### src/rtl/gpt_pkg.sv
// Shared definitions for the general-purpose timer blocks.
// Holds the default counter width and the count-direction encoding.
package gpt_pkg;

    localparam int CNT_W = 16;

    typedef enum logic {
        UP   = 1'b0,
        DOWN = 1'b1
    } dir_e;

endpackage

### src/rtl/tb_prescaler.sv
// Time-base prescaler: divides qualified ticks by psc+1; ck_cnt_o is combinational, counter registered.
// No backpressure; clr_i restarts the division and overrides a same-cycle tick.
module tb_prescaler #(
    parameter int CNT_W = gpt_pkg::CNT_W
) (
    input  logic             clk_i,
    input  logic             aresetn_i,
    input  logic             tick_i,
    input  logic             en_i,
    input  logic             clr_i,
    input  logic [CNT_W-1:0] psc_sh_i,
    output logic             ck_cnt_o
);

    logic [CNT_W-1:0] psc_cnt_q;
    logic [CNT_W-1:0] psc_cnt_d;
    logic             step;
    logic             wrap;

    always_comb begin
        step      = tick_i & en_i;
        wrap      = step & (psc_cnt_q == psc_sh_i);
        ck_cnt_o  = wrap;
        psc_cnt_d = psc_cnt_q;
        if (clr_i || wrap) begin
            psc_cnt_d = '0;
        end else if (step) begin
            psc_cnt_d = psc_cnt_q + CNT_W'(1);
        end
    end

    always_ff @(posedge clk_i or negedge aresetn_i) begin
        if (!aresetn_i) begin
            psc_cnt_q <= '0;
        end else begin
            psc_cnt_q <= psc_cnt_d;
        end
    end

endmodule

### src/rtl/time_base_unit.sv
// Timer counting core: prescaler, up/down counter with auto-reload, update events and one-pulse stop.
// Outputs registered one cycle after the causing tick/strobe; no backpressure, events are single-cycle pulses.
module time_base_unit #(
    parameter int CNT_W = gpt_pkg::CNT_W
) (
    input  logic             clk_i,
    input  logic             aresetn_i,
    input  logic             ext_clk_sel_i,
    input  logic             cnt_clk_i,
    input  logic             cen_i,
    input  logic             gate_mode_i,
    input  logic             sm_reset_i,
    input  logic             sm_gate_i,
    input  logic             sm_trig_i,
    input  logic             dir_i,
    input  logic             opm_i,
    input  logic             arpe_i,
    input  logic             udis_i,
    input  logic             urs_i,
    input  logic             ug_i,
    input  logic [CNT_W-1:0] psc_i,
    input  logic [CNT_W-1:0] arr_i,
    output logic [CNT_W-1:0] cnt_o,
    output logic             uev_o,
    output logic             uif_o,
    output logic             cnt_en_o,
    output logic             cen_clr_o
);

    import gpt_pkg::*;

    logic [2:0]       cclk_q;
    logic             trig_q;
    logic             srst_q;
    logic             start_q, start_d;
    logic [CNT_W-1:0] cnt_q, cnt_d;
    logic [CNT_W-1:0] psc_sh_q, psc_sh_d;
    logic [CNT_W-1:0] arr_sh_q, arr_sh_d;
    logic             uev_q, uif_q, cnt_en_q, cen_clr_q;

    dir_e             dir;
    logic             tick;
    logic             en;
    logic             reinit;
    logic             ck_cnt;
    logic [CNT_W-1:0] arr_eff;
    logic             wrap;
    logic             uev;
    logic             uif;
    logic             opm_stop;

    assign dir     = dir_e'(dir_i);
    // cclk_q[1] is the synchronized level, cclk_q[2] its previous value
    assign tick    = ext_clk_sel_i ? (cclk_q[1] & ~cclk_q[2]) : 1'b1;
    assign en      = (cen_i | start_q) & (~gate_mode_i | sm_gate_i);
    assign reinit  = ug_i | (sm_reset_i & ~srst_q);
    assign arr_eff = arpe_i ? arr_sh_q : arr_i;

    tb_prescaler #(
        .CNT_W (CNT_W)
    ) u_psc (
        .clk_i     (clk_i),
        .aresetn_i (aresetn_i),
        .tick_i    (tick),
        .en_i      (en),
        .clr_i     (reinit),
        .psc_sh_i  (psc_sh_q),
        .ck_cnt_o  (ck_cnt)
    );

    always_comb begin
        cnt_d = cnt_q;
        wrap  = 1'b0;
        if (reinit) begin
            cnt_d = (dir == DOWN) ? arr_eff : '0;
        end else if (ck_cnt && (arr_eff != '0)) begin
            if (dir == UP) begin
                if (cnt_q == arr_eff) begin
                    cnt_d = '0;
                    wrap  = 1'b1;
                end else begin
                    cnt_d = cnt_q + CNT_W'(1);
                end
            end else begin
                if (cnt_q == '0) begin
                    cnt_d = arr_eff;
                    wrap  = 1'b1;
                end else begin
                    cnt_d = cnt_q - CNT_W'(1);
                end
            end
        end
    end

    // Shadows load on the event but the wrap above already used the old arr_eff
    always_comb begin
        uev      = (wrap | reinit) & ~udis_i;
        uif      = uev & (~urs_i | wrap);
        opm_stop = opm_i & wrap;
        start_d  = opm_stop ? 1'b0 : ((sm_trig_i & ~trig_q) ? 1'b1 : start_q);
        psc_sh_d = uev ? psc_i : psc_sh_q;
        arr_sh_d = uev ? arr_i : arr_sh_q;
    end

    always_ff @(posedge clk_i or negedge aresetn_i) begin
        if (!aresetn_i) begin
            cclk_q    <= '0;
            trig_q    <= 1'b0;
            srst_q    <= 1'b0;
            start_q   <= 1'b0;
            cnt_q     <= '0;
            psc_sh_q  <= '0;
            arr_sh_q  <= '1;
            uev_q     <= 1'b0;
            uif_q     <= 1'b0;
            cnt_en_q  <= 1'b0;
            cen_clr_q <= 1'b0;
        end else begin
            cclk_q    <= {cclk_q[1:0], cnt_clk_i};
            trig_q    <= sm_trig_i;
            srst_q    <= sm_reset_i;
            start_q   <= start_d;
            cnt_q     <= cnt_d;
            psc_sh_q  <= psc_sh_d;
            arr_sh_q  <= arr_sh_d;
            uev_q     <= uev;
            uif_q     <= uif;
            cnt_en_q  <= en;
            cen_clr_q <= opm_stop;
        end
    end

    assign cnt_o     = cnt_q;
    assign uev_o     = uev_q;
    assign uif_o     = uif_q;
    assign cnt_en_o  = cnt_en_q;
    assign cen_clr_o = cen_clr_q;

endmodule

### config.mk
export PLATFORM = sky130hd
export DESIGN_NAME = time_base_unit
export DESIGN_NICKNAME = d
export VERILOG_FILES = /design/src/rtl/gpt_pkg.sv /design/src/rtl/tb_prescaler.sv /design/src/rtl/time_base_unit.sv
export SDC_FILE = /design/constraint.sdc
export NUM_CORES = 1
export LEC_CHECK = 0
export CAP_MARGIN = 20
export CORE_ASPECT_RATIO = 0.8
export CORE_MARGIN = 2
export CORE_UTILIZATION = 55
export DETAILED_ROUTE_END_ITERATION = 10
export PLACE_DENSITY_LB_ADDON = 0.08
export SLEW_MARGIN = 15
export SYNTH_ARGS = -nofsm -noshare
export SYNTH_HDL_FRONTEND = slang
export SYNTH_SLANG_ARGS = --single-unit
### constraint.sdc
create_clock -name clk_i -period 2.7 [get_ports clk_i]
set_input_delay 0.27 -clock clk_i [delete_from_list [all_inputs] [get_ports clk_i]]
set_output_delay 0.27 -clock clk_i [all_outputs]
set_load 0.02 [all_outputs]
==> results.py <==
metrics = {
    "die": {
        "die_h_um": 95.68,
        "num_rows": 33,
        "core_mm2": 0.01024,
        "start_util_pct": 56.43,
        "dieArea_mm2": 0.01135,
        "fp.dieW_um": 118.6,
        "ios": 67,
    },
    "power_and_ir_drop": {
        "peakVddDrop_v": 0.0003271,
        "p_total_uw": 3811,
        "power.leakage_uw": 0.002832,
        "pwr_density_cell_mw_per_mm2": 511.8,
    },
    "setup_path": {
        "critPathRequiredTime_ns": 2.95,
        "worstPathArrival_ns": 2.76,
        "cp_max_fo": 8,
        "crit_path_end_kind": "flip-flop",
        "r2r-end": "cnt_o[15]$_DFFE_PN0P_",
        "r2r_slack_ns": 0.18,
        "start_kind": "flip-flop",
        "reg2reg_depth": 7,
        "crit_type": "reg -> reg",
        "r2r_start": "cnt_o[2]$_DFFE_PN0P_",
    },
    "yosys": {
        "synth_cell_type_count": 60,
        "synthSimpleGateAreaFrac_pct": 26.98,
        "ys_seq_area_share_pct": 32.39,
        "synth_xor_area_share_pct": 9.398,
        "synth.area.top_cells": "dfrtp_1 25%, dfstp_2 7.3%, xor2_1 6.1%, a311o_1 5.5%, a21oi_1 4.9%",
        "yosysWarnings": 0,
        "syn_inst": 682,
        "synth.most_common_cell": "nand2_1",
        "synth_top_family_by_area": "simple AND/OR/NAND/NOR gates",
        "ys_ff_latch": 74,
        "syn_avg_cell_area_um2": 8.472,
        "yosys.area.top_type_share_pct": 25.12,
        "synthArstFlopShare_pct": 100.0,
        "synth-compound-area-share_pct": 20.68,
        "synthMuxAreaShare_pct": 4.114,
        "synth_edf_count": 0,
        "synth-adder-area-share_pct": 0.8662,
        "ys.flop_type": "dfrtp_1",
        "synth_nets": 733,
        "yosys.area.top_type": "dfrtp_1",
        "synth_common_cells": "63 x nand2_1, 58 x dfrtp_1, 57 x a21oi_1, 55 x clkbuf_1, 47 x o21ai_0",
        "synth_area_mm2": 0.005778,
    },
    "run": {
        "maxCapViolCount": 0,
    },
    "finish": {
        "multi_input_area_mm2": 0.003740,
        "area_growth_pct": 28.87,
        "drive_gt1_share_pct": 19.77,
        "num_antenna_cells": 0,
        "fill_cells": 794,
        "ff_latch_area_mm2": 0.001872,
        "nets": 825,
    },
    "run_status": {
        "outcome": "finished, final reports clean",
    },
    "route": {
        "final_antenna_net_count": 0,
        "viasPerCell": 6.471,
        "drt_wl_total_um": 18600,
        "firstDrtPassIters": 5,
        "post_drt_wl_per_cell_um": 20.24,
        "first_iter_violations": 558,
        "drc": 0,
        "via_count": 5947,
    },
    "placed_design": {
        "portBuffers": 66,
        "dp_hpwl_um": 12790,
        "gp_congestion": 0.9432,
    },
    "cts": {
        "cts.sinks": 74,
        "htreeDepth": 3,
        "clk_pin_slew_ns": 0.06,
        "cts_tree": "yes",
        "numCtsBuffers": 9,
        "cts_hold_buf": 0,
        "clockBufferDepth": 2,
        "worstSkewPairLatency_ns": 0.33,
        "cts_root_buf": "clkbuf_16",
    },
    "timing": {
        "setup_violations": 0,
        "timing.fmax_ghz": 0.3974,
        "finalCritPeriodShare_pct": 93.21,
        "period_minus_slack_ns": 2.517,
        "slew_headroom_pct": 33.73,
        "holdWs_ns": 0.09474,
        "max_slew.worst_pin.slew_ns": 0.9941,
        "finClkSkew_ns": 0.005826,
        "drv_slew": 0,
        "hold_violations": 0,
    },
    "min_path": {
        "hold_path_class": "in -> async",
    },
    "grt": {
        "grt_pass1_vias": 5510,
        "antenna_found_initial": 0,
        "globalRouteOverflowTotal": 0,
        "grt.total_usage_pct": 32.33,
        "grt_max_degree": 75,
        "grt_pass1_wl_um": 28860,
    },
}
-- repair_timing --
action,CTS,global route
pin swaps,1,1
hold endpoints to repair,0,0
gates resized for setup,1,22
buffers inserted,1,1
endpoints found under the setup margin,9,51
cloned,0,1
-- cells in the final DEF (no fill, tap or decap), drive strengths merged, types with 6 or more instances in the layout --
| cell type | netlist | final |
|---|---|---|
| clkdlybuf4s50 | 0 | 63 |
| clkbuf | 55 | 11 |
| xnor2 | 22 | 22 |
| buf | 10 | 81 |
| nand3 | 16 | 16 |
| mux2i | 17 | 17 |
| a21oi | 57 | 57 |
| nand2 | 63 | 63 |
| nor3 | 9 | 9 |
| nor2 | 45 | 45 |
| nor4b | 33 | 33 |
| o21ai | 49 | 49 |
| dfrtp | 58 | 58 |
| dfstp | 16 | 16 |
| nor4 | 21 | 21 |
| or3 | 6 | 6 |
| nand4 | 13 | 13 |
| a311o | 32 | 32 |
| nor3b | 34 | 34 |
| inv | 11 | 12 |
| and3 | 11 | 11 |
| xor2 | 40 | 40 |
-- final cells by class --
type	count	share of cell area, %
Clock buffer	10	3.075
Clock inverter	6	0.8738
Inverter	11	0.5545
Multi-Input combinational cell	532	50.23
Sequential cell	74	25.14
Tap cell	140	2.353
Timing Repair Buffer	146	17.78
-- critical path: stages, from the launching register on --
cell and delay [ns]:
dfrtp_1 0.49, and4_1 0.31, nand4_1 0.23, or4_1 0.62
nor4_1 0.34, mux2_2 0.24, a211oi_1 0.06, o22ai_1 0.14
-- metal layers --
metal	wire (um)	GRT usage, %	vias to the layer above
met3	1259	6.160	23
met1	8295	45.27	2946
met4	234	6.151	0
met5	0	0	-
met2	8815	52.73	245
li1	-	-	2733
-- worst max-delay path by stage --
| stage | from | end | cells after the start |
|---|---|---|---|
| floorplan | cnt_o[0]$_DFFE_PN0P_ | psc_sh_q[9]$_DFFE_PN0P_ | 10 |
| global placement | arpe_i | start_q$_DFFE_PN0P_ | 10 |
| detailed placement | arpe_i | arr_sh_q[3]$_DFFE_PN1P_ | 11 |
| CTS | arpe_i | cnt_o[12]$_DFFE_PN0P_ | 11 |
| global route | cnt_o[0]$_DFFE_PN0P_ | arr_sh_q[0]$_DFFE_PN1P_ | 10 |
| finish | cnt_o[2]$_DFFE_PN0P_ | cnt_o[15]$_DFFE_PN0P_ | 7 |
-- cell families (layout without fill, tap and decap cells) --
kind of cell | Yosys count | count (layout)
flip-flops | 74 | 74
AO/OA/AOI/OAI | 179 | 179
buffers and inverters | 76 | 173
AND/OR/NAND/NOR | 265 | 265
adder cells (fa/ha/maj) | 4 | 4
XOR/XNOR | 62 | 62
multiplexers | 22 | 22
-- power by group --
| group | total (uW) | switching [uW] | internal [uW] | leakage, uW |
|---|---|---|---|---|
| sequential | 1410 | 157 | 1250 | 0.000880 |
| combinational | 1190 | 628 | 563 | 0.00181 |
| clock | 1210 | 493 | 718 | 0.000143 |
-- stage by stage --
stage | instances | TNS, ns | utilization, % | cell area [um^2] | setup WS [ns]
6_report | 919 | 0 | 72.72 | 7446 | 0.1834
3_5_place_dp | 900 | -14.59 | 68.11 | 6974 | -0.4160
3_3_place_gp | 900 | -10.49 | 68.11 | 6974 | -0.2736
4_1_cts | 917 | 0 | 71.11 | 7282 | 0.001627
2_1_floorplan | 682 | 0 | - | 5778 | 0.09113
5_1_grt | 919 | -0.001939 | 72.72 | 7446 | -0.001939
-- state kept, by name, summed over array words and instances (netlist names) --
register / count
arr_sh_q: 16
cnt_o: 16
cclk_q: 3
cen_clr_o: 1
trig_q: 1
u_psc.psc_cnt_q: 16
srst_q: 1
uif_o: 1
start_q: 1
uev_o: 1
cnt_en_o: 1
psc_sh_q: 16
(Power assumes the default switching activity.)
